**src/rtl/bus_arbiter_if.sv**
```systemverilog
// -----------------------------------------------------------------------------
// bus_arbiter_if
// Bundles the signals that connect the 6502 core, the DMA requester and the
// single synchronous memory port to the bus arbiter.
//
//   master modport : the arbiter's view (it drives the memory port, RDY,
//                    grant and the two read-data returns)
//   slave modport  : the view of the core / DMA / memory around the arbiter
//
//   cpu_rw/cpu_ad/cpu_dout     core access request (rw: 1=read, 0=write)
//   cpu_din/cpu_rdy            read data and stall back to the core
//   dma_req/dma_rw/dma_ad/dma_dout  DMA access request
//   dma_gnt/dma_din/dma_valid  grant and read return to the DMA requester
//   mem_ad/mem_we/mem_wdata    memory port command
//   mem_rdata                  memory read data, one cycle after the address
// -----------------------------------------------------------------------------
interface bus_arbiter_if;
   logic        cpu_rw;
   logic [15:0] cpu_ad;
   logic [7:0]  cpu_dout;
   logic [7:0]  cpu_din;
   logic        cpu_rdy;

   logic        dma_req;
   logic        dma_rw;
   logic [15:0] dma_ad;
   logic [7:0]  dma_dout;
   logic        dma_gnt;
   logic [7:0]  dma_din;
   logic        dma_valid;

   logic [15:0] mem_ad;
   logic        mem_we;
   logic [7:0]  mem_wdata;
   logic [7:0]  mem_rdata;

   modport master (
      input  cpu_rw, cpu_ad, cpu_dout,
      input  dma_req, dma_rw, dma_ad, dma_dout,
      input  mem_rdata,
      output cpu_din, cpu_rdy,
      output dma_gnt, dma_din, dma_valid,
      output mem_ad, mem_we, mem_wdata
   );

   modport slave (
      output cpu_rw, cpu_ad, cpu_dout,
      output dma_req, dma_rw, dma_ad, dma_dout,
      output mem_rdata,
      input  cpu_din, cpu_rdy,
      input  dma_gnt, dma_din, dma_valid,
      input  mem_ad, mem_we, mem_wdata
   );
endinterface

```
**src/rtl/bus_arbiter.sv**
```systemverilog
// -----------------------------------------------------------------------------
// bus_arbiter
// Shares one synchronous memory port between the 6502 core and a DMA
// requester. The core is stalled through RDY while DMA owns the port. DMA is
// granted in bursts of at most MAX_BURST accesses, and the core always gets at
// least CPU_MIN cycles after reset or after any DMA tenure.
//
//   clk    system clock, all state on the rising edge
//   rst_n  asynchronous active-low reset
//   bus    bus_arbiter_if.master (core, DMA and memory port signals)
// -----------------------------------------------------------------------------
module bus_arbiter #(
   parameter int unsigned MAX_BURST = 4,  // 1..15
   parameter int unsigned CPU_MIN   = 2   // 1..15
) (
   input  logic          clk,
   input  logic          rst_n,
   bus_arbiter_if.master bus
);
   localparam logic [3:0] LP_MAX_BURST = 4'(MAX_BURST);
   localparam logic [3:0] LP_CPU_MIN   = 4'(CPU_MIN);

   typedef enum logic {
      ST_CPU = 1'b0,
      ST_DMA = 1'b1
   } state_t;

   state_t      r_state;
   state_t      w_state_next;
   logic [3:0]  r_slot;
   logic [3:0]  w_slot_next;
   logic [3:0]  w_slot_inc;
   logic [3:0]  r_burst;
   logic [3:0]  w_burst_next;
   logic [3:0]  w_burst_inc;
   logic        r_dma_valid;
   logic        w_dma_valid_next;
   logic        r_last_cpu;
   logic [7:0]  r_hold;

   // The slot count includes the current CPU cycle, so the decision can be
   // taken in the CPU_MIN-th CPU cycle and DMA starts right after it.
   assign w_slot_inc  = (r_slot >= LP_CPU_MIN) ? LP_CPU_MIN : r_slot + 4'd1;
   assign w_burst_inc = r_burst + 4'd1;

   // State register
   always_ff @(posedge clk or negedge rst_n) begin
      if (!rst_n) begin
         r_state <= ST_CPU;
      end else begin
         r_state <= w_state_next;
      end
   end

   // Next-state and port decode; everything here depends on registered state,
   // so a grant decided in cycle t takes effect in cycle t+1.
   always_comb begin
      w_state_next     = r_state;
      w_slot_next      = r_slot;
      w_burst_next     = r_burst;
      w_dma_valid_next = 1'b0;
      bus.mem_ad       = bus.cpu_ad;
      bus.mem_wdata    = bus.cpu_dout;
      bus.mem_we       = 1'b0;
      bus.cpu_rdy      = 1'b1;
      bus.dma_gnt      = 1'b0;

      case (r_state)
         ST_CPU: begin
            bus.mem_we  = !bus.cpu_rw;
            w_slot_next = w_slot_inc;
            if (bus.dma_req && (w_slot_inc >= LP_CPU_MIN)) begin
               w_state_next = ST_DMA;
               w_burst_next = 4'd0;
            end
         end
         ST_DMA: begin
            bus.mem_ad    = bus.dma_ad;
            bus.mem_wdata = bus.dma_dout;
            bus.mem_we    = bus.dma_req & !bus.dma_rw;
            bus.cpu_rdy   = 1'b0;
            bus.dma_gnt   = 1'b1;
            if (bus.dma_req) begin
               w_burst_next     = w_burst_inc;
               w_dma_valid_next = bus.dma_rw;
               if (w_burst_inc == LP_MAX_BURST) begin
                  w_state_next = ST_CPU;
                  w_slot_next  = 4'd0;
               end
            end else begin
               // Idle grant cycle: the requester let go, hand the port back.
               w_state_next = ST_CPU;
               w_slot_next  = 4'd0;
            end
         end
         default: begin
            w_state_next = ST_CPU;
         end
      endcase
   end

   // Counters, read-return tracking and the core's read-data hold register
   always_ff @(posedge clk or negedge rst_n) begin
      if (!rst_n) begin
         r_slot      <= 4'd0;
         r_burst     <= 4'd0;
         r_dma_valid <= 1'b0;
         r_last_cpu  <= 1'b1;
         r_hold      <= 8'h00;
      end else begin
         r_slot      <= w_slot_next;
         r_burst     <= w_burst_next;
         r_dma_valid <= w_dma_valid_next;
         r_last_cpu  <= (r_state == ST_CPU);
         if (r_last_cpu) begin
            r_hold <= bus.mem_rdata;
         end
      end
   end

   // While the core is stalled its D_in must not change, so it sees the value
   // captured from its last owned cycle instead of whatever DMA is reading.
   assign bus.cpu_din   = r_last_cpu ? bus.mem_rdata : r_hold;
   assign bus.dma_din   = bus.mem_rdata;
   assign bus.dma_valid = r_dma_valid;
endmodule

```
**src/flat_wrapper.sv**
```systemverilog
// flat-port wrapper written by rule: the top's interface ports become plain ports
module bus_arbiter_flat 
#(
   parameter int unsigned MAX_BURST = 4,          
   parameter int unsigned CPU_MIN   = 2           
)
  (clk, rst_n, bus_cpu_rw, bus_cpu_ad, bus_cpu_dout, bus_dma_req, bus_dma_rw, bus_dma_ad, bus_dma_dout, bus_mem_rdata, bus_cpu_din, bus_cpu_rdy, bus_dma_gnt, bus_dma_din, bus_dma_valid, bus_mem_ad, bus_mem_we, bus_mem_wdata);
  bus_arbiter_if bus_i ();
  input  logic clk;
  input  logic rst_n;
  input wire logic [$bits(bus_i.cpu_rw)-1:0] bus_cpu_rw;
  input wire logic [$bits(bus_i.cpu_ad)-1:0] bus_cpu_ad;
  input wire logic [$bits(bus_i.cpu_dout)-1:0] bus_cpu_dout;
  input wire logic [$bits(bus_i.dma_req)-1:0] bus_dma_req;
  input wire logic [$bits(bus_i.dma_rw)-1:0] bus_dma_rw;
  input wire logic [$bits(bus_i.dma_ad)-1:0] bus_dma_ad;
  input wire logic [$bits(bus_i.dma_dout)-1:0] bus_dma_dout;
  input wire logic [$bits(bus_i.mem_rdata)-1:0] bus_mem_rdata;
  output wire logic [$bits(bus_i.cpu_din)-1:0] bus_cpu_din;
  output wire logic [$bits(bus_i.cpu_rdy)-1:0] bus_cpu_rdy;
  output wire logic [$bits(bus_i.dma_gnt)-1:0] bus_dma_gnt;
  output wire logic [$bits(bus_i.dma_din)-1:0] bus_dma_din;
  output wire logic [$bits(bus_i.dma_valid)-1:0] bus_dma_valid;
  output wire logic [$bits(bus_i.mem_ad)-1:0] bus_mem_ad;
  output wire logic [$bits(bus_i.mem_we)-1:0] bus_mem_we;
  output wire logic [$bits(bus_i.mem_wdata)-1:0] bus_mem_wdata;
  assign bus_i.cpu_rw = bus_cpu_rw;
  assign bus_i.cpu_ad = bus_cpu_ad;
  assign bus_i.cpu_dout = bus_cpu_dout;
  assign bus_i.dma_req = bus_dma_req;
  assign bus_i.dma_rw = bus_dma_rw;
  assign bus_i.dma_ad = bus_dma_ad;
  assign bus_i.dma_dout = bus_dma_dout;
  assign bus_i.mem_rdata = bus_mem_rdata;
  assign bus_cpu_din = bus_i.cpu_din;
  assign bus_cpu_rdy = bus_i.cpu_rdy;
  assign bus_dma_gnt = bus_i.dma_gnt;
  assign bus_dma_din = bus_i.dma_din;
  assign bus_dma_valid = bus_i.dma_valid;
  assign bus_mem_ad = bus_i.mem_ad;
  assign bus_mem_we = bus_i.mem_we;
  assign bus_mem_wdata = bus_i.mem_wdata;
  bus_arbiter #(.MAX_BURST(MAX_BURST), .CPU_MIN(CPU_MIN)) u_core (.clk(clk), .rst_n(rst_n), .bus(bus_i));
endmodule
```
**config.mk**
```make
export PLATFORM = sky130hd
export DESIGN_NAME = bus_arbiter_flat
export DESIGN_NICKNAME = d
export VERILOG_FILES = /design/src/rtl/bus_arbiter_if.sv /design/src/rtl/bus_arbiter.sv /design/src/flat_wrapper.sv
export SDC_FILE = /design/constraint.sdc
export NUM_CORES = 1
export LEC_CHECK = 0
export BUFFER_PORTS_ARGS = -buffer_cell sky130_fd_sc_hd__buf_2
export CAP_MARGIN = 10
export CORE_MARGIN = 3
export CORE_UTILIZATION = 41
export CTS_BUF_LIST = sky130_fd_sc_hd__clkbuf_16
export DETAILED_ROUTE_END_ITERATION = 6
export PLACE_DENSITY = 0.86
export SYNTH_ARGS = -nofsm -noshare
export SYNTH_HDL_FRONTEND = slang
export SYNTH_SLANG_ARGS = --single-unit
```
**constraint.sdc**
```tcl
create_clock -name clk -period 2.53 [get_ports clk]
set_input_delay 0.253 -clock clk [delete_from_list [all_inputs] [get_ports clk]]
set_output_delay 0.253 -clock clk [all_outputs]
set_load 0.01 [all_outputs]
```
# ---- After elaboration in Yosys (flattened, before gate mapping)
# Index checks and enable logic that the tools add are counted.
# Widths: inputs -> output; s select.
dict set report classes {
  n_reduce_logical 4
  n_bitwise 2
  n_addsub 2
  magnitude_cmp 2
  mux 19
  eq_ne 4
}
# op count
set op_table {}
lappend op_table {{$mux 4} 5}
lappend op_table {{$mux 16} 1}
lappend op_table {{$mux 8} 2}
lappend op_table {{$pmux 4 s2} 2}
lappend op_table {{$add 4x1->4 const B} 2}
lappend op_table {{$ge 4x2->1 const B} 2}
lappend op_table {{$mux 1} 7}
lappend op_table {{$eq 4x3->1 const B} 1}
lappend op_table {{$pmux 1 s2} 2}
lappend op_table {{$ne 3x3->1 const B} 1}
lappend op_table {{$logic_not 1->1} 2}
lappend op_table {{$ne 2x1->1 const B} 1}
lappend op_table {{$ne 2x2->1 const B} 1}
lappend op_table {{$reduce_and 2->1} 1}
lappend op_table {{$and 1x1->1} 1}
lappend op_table {{$logic_and 1x1->1} 1}
lappend op_table {{$not 1->1} 1}
dict set report word_totals {
  in_bits 61
  wordCells 39
  ff_bits 19
  out_inout_bits 44
}

# ---- Logic depth before layout (Yosys ltp)
# Gate-level depths: netlist (run 1).
dict set report logic_depth {
  ltp_word 6
  mapped_depth 5
}

# ---- Worst setup path after synthesis (run 1)
# OpenSTA, ideal clock, no wires.
dict set report synth_path {
  kind {register -> register}
  startpoint {reg u_core.r_slot[0]}
  endpoint {reg u_core.r_burst[3]}
  period_less_slack_ns 1.635
  path_slack_ns 0.895
  stages_incl_launch_ff 6
  arrival_time_ns 1.552
  required_time_ns 2.448
  cell_sequence {dfrtp_1 > inv_1 > ha_1 > or4_4 > o41a_1 > o22ai_1}
}
dict set report synth_between {
  elab_chain_len 6
  word_cells_on_any_way 7
  classes_between {add/sub: 1; order compare: 2; eq/ne: 1; mux: 1; reduce/logical: 2}
}
# item line_no
set synth_lines {}
lappend synth_lines {{start, declared} bus_arbiter.sv:30} ;# logic [3:0] r_slot;
lappend synth_lines {{start signal, assigned} bus_arbiter.sv:111} ;# r_slot <= w_slot_next;
lappend synth_lines {{$add 4x1->4 or $ge 4x2->1 (tied branches)} bus_arbiter.sv:43} ;# assign w_slot_inc = (r_slot >= LP_CPU_MIN) ? LP_CPU_MIN : r_slot + 4'd1;
lappend synth_lines {{$mux 4 (*)} bus_arbiter.sv:43}
lappend synth_lines {{$ge 4x2->1 (*)} bus_arbiter.sv:72} ;# if (bus.dma_req && (w_slot_inc >= LP_CPU_MIN)) begin
lappend synth_lines {{$logic_and 1x1->1 (*)} bus_arbiter.sv:72}
lappend synth_lines {{$ne 2x1->1 (no line) (*)} --}
lappend synth_lines {{$reduce_and 2->1 (no line) (*)} --}
lappend synth_lines {{end signal, assigned} bus_arbiter.sv:112} ;# r_burst <= w_burst_next;
lappend synth_lines {{end, declared} bus_arbiter.sv:33} ;# logic [3:0] r_burst;
# Every way passes the cells marked *; elsewhere a longest branch is shown, timed or not.
# A chain may end at the register's enable or synchronous reset.

# ---- Worst setup path in the final report (run 1)
# Same ends and word-level chain as after synthesis.

==> summary.txt, run 1 <==
Status -> finished, final reports clean
Synth top area cells -> dfrtp_1, mux2_2, buf_4
Actual slew at the worst max-slew pin -> 407 ps
Via count -> 1178
Finished Layout Cells -> 231
Root buf cell -> clkbuf_16
Post-CTS setup buffers -> 0
Cell Int Power -> 909 uW
Worst reg2reg path depth -> 5
First drt pass iteration count -> 4
Max H-tree Level -> 1
Initial antenna violation count -> 0
Worst vdd ir -> 636 uV
CTS Sinks -> 19
Worst-skew pair later-pin latency -> 250 ps
Setup TNS -> 0 ps
Logic pwr share -> 43.8%
Clk pin slew, worst setup/hold paths -> 50 ps
Residual DRC -> 0
Placed instance area -> 1710 sq um
Worst hold endpoint -> u_core.r_hold[4]$_DFF_PN0_
Final net count -> 266
Startpoint types -> register
Mapped Nets -> 167
Slack of the worst reg-to-reg path -> 780 ps
Largest net degree at the start of global routing -> 22
Final instance area -> 1800 sq um
Pwr per Cell Area -> 771 nW/um^2
Seq pwr share -> 33.1%
# setup viols final -> 0
Io pins -> 105
Hold Violations, Final -> 0
Predominant post-synthesis flop cell -> dfrtp_1
Cell variety after synth -> 29
Dpl hpwl -> 2770 um
Largest area contributor in the netlist -> dfrtp_1
Core Area -> 2780 sq um
Worst hold stages -> 2
Cts repair resizes -> 0
Die W -> 60.4 um
Post-synth EDFFs -> 0
Avg WL per Cell -> 14.3 um
Placed cells -> 226
Total Wirelength -> 3310 um
Kind of critical path -> register to register
CTS Buf Count -> 3
Maximum Capacitance Violations -> 0
Vias in the first global route -> 1078
Fin util -> 64.6%
Slew Limit Fails -> 0
Post-CTS Hold Fix Bufs -> 1
RSZ-0062 raised after global routing -> no
Rows -> 19
Hold Path Origin -> bus_mem_rdata[4]
Post-synthesis async set-or-reset flop share -> 100%
Reg2reg start -> u_core.r_slot[0]$_DFFE_PN0P_
DRT iter0 DRCs -> 7
Achievable clock frequency -> 572 MHz
Crit path arrival time -> 1920 ps
RD Place Congestion -> 0.771
Final antenna diode count -> 0
Mean Syn Cell Area -> 11.9 sq um
Grt ovf -> 0
Switching Fraction -> 34.4%
Yosys reg bits -> 19
Pwr Total -> 1.38 mW
Longest Clk Path Bufs -> 2
Min-delay worst type -> primary input to register
Crit path time final -> 1750 ps
CP max FO -> 5
Starting Density -> 43.5%
Seq/Total Area, Yosys -> 39.4%
Ratio of cells with drive above 1 in the final layout -> 72.5%
Crit end category -> register
First-pass GRT wire length -> 4590 um
Top-area cell type share of the netlist area -> 37.2%
Leak -> 0.957 nW
Syn Inst Count -> 102
Most numerous cell in the Yosys netlist -> mux2_2
Final setup skew -> 1.38 ps
Crit share post-route -> 69.0%
Die H -> 60.4 um
Die ar. -> 3640 sq um
Routed Antenna Nets -> 0
Vias per cell -> 5.10
Global Route Usage Sum -> 17.6%
I/O Buffers -> 104
Reg2reg end -> u_core.r_burst[3]$_DFFE_PN0P_
Clk pwr share -> 23.0%
Ys Warns -> 0
CTS tree -> done
Synth top cells by count -> mux2_2, dfrtp_1, buf_4
Worst rel slew slack -> 72.9%
CP Data Required Time -> 2700 ps
Synth-to-layout area growth -> 48.2%
Mapped Area -> 1210 sq um
Switch Pwr -> 476 uW
## critical path, stage by stage (launching register included)
cell     delay (ps)
dfrtp_1         390
inv_1            70
ha_1            190
or4_4           520
o41a_1          350
o22ai_1         150
## power by group through the flow
stage	Clock, mW	Combinational (mW)	Sequential (mW)
global placement	0	0.596	0.459
CTS	0.327	0.613	0.458
finish	0.319	0.607	0.459
global route	0.345	0.672	0.472
floorplan	0	0.413	0.441
detailed placement	0	0.610	0.463
## cell usage in the layout, fill, tap and decap left out, types with 2 or more instances in the layout
| cell | count |
|---|---|
| a21oi_1 | 2 |
| a31o_1 | 2 |
| nor3_1 | 2 |
| ha_1 | 4 |
| o22ai_1 | 2 |
| clkbuf_16 | 3 |
| dfrtp_1 | 18 |
| mux2i_1 | 2 |
| inv_1 | 4 |
| and3_1 | 3 |
| buf_2 | 104 |
| a32o_1 | 2 |
| mux2_2 | 32 |
| nor2b_1 | 3 |
| buf_4 | 2 |
## area by class of cell
| class | instances | area, sq um |
|---|---|---|
| clock buffers | 3 | 75.1 |
| fillers | 238 | 986 |
| multi-input cells | 66 | 639 |
| repair buffers | 107 | 546 |
| flip-flops and latches | 19 | 477 |
| clock inverters | 1 | 5.00 |
| well taps | 31 | 38.8 |
| inverters | 4 | 15.0 |
## worst max path at each step
stage                                 start  slack [ps]                            end  cells after the start
6_report       u_core.r_slot[0]$_DFFE_PN0P_         780  u_core.r_burst[3]$_DFFE_PN0P_                      5
2_1_floorplan  u_core.r_slot[0]$_DFFE_PN0P_         900  u_core.r_burst[3]$_DFFE_PN0P_                      5
5_1_grt        u_core.r_slot[0]$_DFFE_PN0P_         680  u_core.r_burst[2]$_DFFE_PN0P_                      5
4_1_cts        u_core.r_slot[0]$_DFFE_PN0P_         780  u_core.r_burst[2]$_DFFE_PN0P_                      5
3_5_place_dp   u_core.r_slot[0]$_DFFE_PN0P_         790  u_core.r_burst[2]$_DFFE_PN0P_                      5
3_3_place_gp   u_core.r_slot[0]$_DFFE_PN0P_         860  u_core.r_burst[3]$_DFFE_PN0P_                      5
## metrics by stage
| stage | setup WS (ps) | hold WS [ps] |
|---|---|---|
| detailed placement | 793 | 204 |
| global route | 684 | 262 |
| finish | 783 | 261 |
| CTS | 785 | 259 |
| global placement | 858 | 204 |
| floorplan | 895 | -42.6 |
## registers in the layout, indices dropped and copies added, names as in the netlist
| signal | flops |
|---|---|
| u_core.bus.dma_valid | 1 |
| u_core.r_state | 1 |
| u_core.r_slot | 4 |
| u_core.r_hold | 8 |
| u_core.r_burst | 4 |
| u_core.r_last_cpu | 1 |
## per-layer routing
layer / up-vias / global-route usage [%] / share of wire (%)
met5: - / 0 / 0
met4: 0 / 6.65 / 1.5
met3: 6 / 4.89 / 12
met2: 66 / 31.2 / 51
met1: 541 / 20.1 / 36
li1: 565 / - / -
## cells by family after synthesis
| group | Yosys count | share of synthesized area, % |
|---|---|---|
| compound gates | 15 | 10.6 |
| fa+ha+maj | 4 | 4.13 |
| buf+inv | 17 | 7.85 |
| flops | 19 | 39.4 |
| mux | 34 | 31.4 |
| simple gates | 13 | 6.61 |
Note: power is estimated with default switching activity, not from simulation.
==> inputs of run 2 (changes only) <==
--- a/config.mk
+++ b/config.mk
@@ -8,10 +8,10 @@
 export BUFFER_PORTS_ARGS = -buffer_cell sky130_fd_sc_hd__buf_2
 export CAP_MARGIN = 10
 export CORE_MARGIN = 3
-export CORE_UTILIZATION = 41
+export CORE_UTILIZATION = 38
 export CTS_BUF_LIST = sky130_fd_sc_hd__clkbuf_16
 export DETAILED_ROUTE_END_ITERATION = 6
-export PLACE_DENSITY = 0.86
+export PLACE_DENSITY = 0.8
 export SYNTH_ARGS = -nofsm -noshare
 export SYNTH_HDL_FRONTEND = slang
 export SYNTH_SLANG_ARGS = --single-unit
==> constraint.sdc (replaced) <==
create_clock -name clk -period 1.8 [get_ports clk]
set_input_delay 0.18 -clock clk [delete_from_list [all_inputs] [get_ports clk]]
set_output_delay 0.18 -clock clk [all_outputs]
set_load 0.01 [all_outputs]
==> summary.txt, run 2 (synthesis gave the netlist of run 1 again) <==
Fin Hold WS -> 186 ps (-75.6 ps)
CP Data Required Time -> 1920 ps (-780 ps)
Critical path cell sequence -> inv_1 > ha_1 > or4_4 > o41ai_2 > nor3_1
Ratio of cells with drive above 1 in the final layout -> 72.6% (+0.14 points)
Worst-skew pair later-pin latency -> 250 ps (about the same)
Largest Register -> u_core.r_hold
Worst rel slew slack -> 72.3% (-0.62 points)
Post-CTS Hold Fix Bufs -> 1 (unchanged)
Crit share post-route -> 95.6% (+27 points)
Kind of critical path -> register to register
Post-CTS setup buffers -> 0 (unchanged)
Global Route Usage Sum -> 17.1% (-0.54 points)
Cell Int Power -> 1.28 mW (+41%)
Actual slew at the worst max-slew pin -> 416 ps (+9.25 ps)
Initial antenna violation count -> 0 (unchanged)
CTS Buf Count -> 3 (unchanged)
Hold Violations, Final -> 0 (unchanged)
Routed Antenna Nets -> 0 (unchanged)
Setup slack at placement -> 90.4 ps (-702 ps)
CP peak stage delay -> 520 ps (about the same)
Crit-path slowest cell -> or4_4
Worst vdd ir -> 630 uV (-0.95%)
Starting Density -> 41.8% (-1.8 points)
RSZ-0062 raised after global routing -> no
Final net count -> 267 (+0.38%)
Die H -> 62.5 um (+3.5%)
Achievable clock frequency -> 581 MHz (+1.5%)
Die W -> 62.5 um (+3.5%)
Pwr per Cell Area -> 1070 nW/um^2 (+39%)
CTS tree -> done
Longest Clk Path Bufs -> 2 (unchanged)
Grt ovf -> 0 (unchanged)
Root buf cell -> clkbuf_16
Crit path arrival time -> 1840 ps (-80 ps)
Status -> finished, final reports clean
Hold Path Origin -> bus_mem_rdata[1]
Seq pwr share -> 33.5% (+0.4 points)
Slew Limit Fails -> 0 (unchanged)
CP max FO -> 5 (unchanged)
Switch Pwr -> 665 uW (+40%)
Cts repair resizes -> 0 (unchanged)
# setup viols final -> 0 (unchanged)
Leak -> 0.962 nW (+0.51%)
Worst hold endpoint -> u_core.r_hold[1]$_DFF_PN0_
Max FFs per register -> 8 (unchanged)
Core Area -> 2900 sq um (+4.3%)
Min-delay worst type -> primary input to register
CTS Sinks -> 19 (unchanged)
Leading cell type in the layout, fill and taps excluded -> buf_2
Worst reg2reg path depth -> 5 (unchanged)
Die ar. -> 3900 sq um (+7.1%)
Io pins -> 105 (unchanged)
Residual DRC -> 0 (unchanged)
Via count -> 1150 (-2.4%)
Vias in the first global route -> 1181 (+9.6%)
Logic pwr share -> 43.5% (-0.3 points)
Final setup skew -> 2.98 ps (+1.59 ps)
Clk pwr share -> 23.0% (about the same)
Avg WL per Cell -> 13.7 um (-4.4%)
Worst hold stages -> 2 (unchanged)
Largest net degree at the start of global routing -> 20 (-9.1%)
Top flop regs -> u_core.r_hold (8), u_core.r_burst (4), u_core.r_slot (4)
I/O Buffers -> 104 (unchanged)
Slack of the worst reg-to-reg path -> 80 ps (-700 ps)
Reg2reg start -> u_core.r_slot[0]$_DFFE_PN0P_
Dpl hpwl -> 2740 um (-1.2%)
RD Place Congestion -> 0.793 (+2.9%)
Total Wirelength -> 3330 um (+0.60%)
Final antenna diode count -> 0 (unchanged)
Most frequent cells in the layout -> buf_2, mux2_2, dfrtp_1
First-pass GRT wire length -> 5430 um (+18%)
Setup TNS -> 0 ps (unchanged)
Reg2reg end -> u_core.r_state$_DFF_PN0_
Clk pin slew, worst setup/hold paths -> 50 ps (about the same)
Max H-tree Level -> 1 (unchanged)
Maximum Capacitance Violations -> 0 (unchanged)
Switching Fraction -> 34.1% (-0.21 points)
Vias per cell -> 4.73 (-7.2%)
Crit path time final -> 1720 ps (-25.6 ps)
Synth-to-layout area growth -> 50.0%
Final WS setup -> 78.8 ps (-704 ps)
First drt pass iteration count -> 4 (unchanged)
Rows -> 19 (unchanged)
DRT iter0 DRCs -> 41 (+34)
Pwr Total -> 1.95 mW (+41%)
Final instance area -> 1820 sq um (+1.2%)
Startpoint types -> register
Crit end category -> register
Placed instance area -> 1730 sq um (+1.2%)
run 2: cell count changes in the layout (fill, tap and decap cells not counted), sizes merged:
cell,delta
buf,+1
run 2: worst max-delay path by stage:
stage	start	to	slack, ps	cells past startpoint
floorplan	u_core.r_slot[0]$_DFFE_PN0P_	u_core.r_burst[3]$_DFFE_PN0P_	170	5
global placement	u_core.r_slot[0]$_DFFE_PN0P_	u_core.r_burst[3]$_DFFE_PN0P_	120	5
detailed placement	u_core.r_slot[0]$_DFFE_PN0P_	u_core.r_state$_DFF_PN0_	90	5
CTS	u_core.r_slot[0]$_DFFE_PN0P_	u_core.r_burst[3]$_DFFE_PN0P_	80	5
global route	u_core.r_slot[0]$_DFFE_PN0P_	u_core.r_burst[1]$_DFFE_PN0P_	8	5
finish	u_core.r_slot[0]$_DFFE_PN0P_	u_core.r_state$_DFF_PN0_	80	5
run 2: metal layers:
layer / vias up / track usage, % / share of wire [%]
li1: 570 / - / -
met2: 47 / 30.4 / 53
met1: 522 / 19.5 / 39
met4: 0 / 6.61 / 2.4
met3: 11 / 4.32 / 5.8
met5: - / 0 / 0
run 2: layout make-up:
class / count / area (sq um)
inverter: 4 / 15.0
multi-input combinational: 66 / 639
clock inverter: 1 / 5.00
fill: 246 / 1080
tap: 42 / 52.6
clock buffer: 3 / 75.1
sequential: 19 / 477
timing repair buffer: 108 / 553
run 2: power groups by stage:
| stage | clock [mW] | sequential, mW | combinational, mW |
|---|---|---|---|
| 6_report | 0.449 | 0.653 | 0.847 |
| 5_1_grt | 0.480 | 0.673 | 0.937 |
| 4_1_cts | 0.458 | 0.652 | 0.855 |
| 3_5_place_dp | 0 | 0.659 | 0.846 |
| 3_3_place_gp | 0 | 0.655 | 0.835 |
| 2_1_floorplan | 0 | 0.620 | 0.580 |
run 2: through the flow:
stage	utilization [%]	std cells
final	62.6	243
after global routing	62.6	243
after CTS	62.6	243
after detailed placement	59.5	238
after global placement	59.5	238
after floorplan	-	102
run 2: critical path, delay by kind of cell, from the launching register on:
family	cells	cell delay (ps)
simple gates	2	640
flops	1	390
compound gates	1	330
fa+ha+maj	1	190
buf+inv	1	60
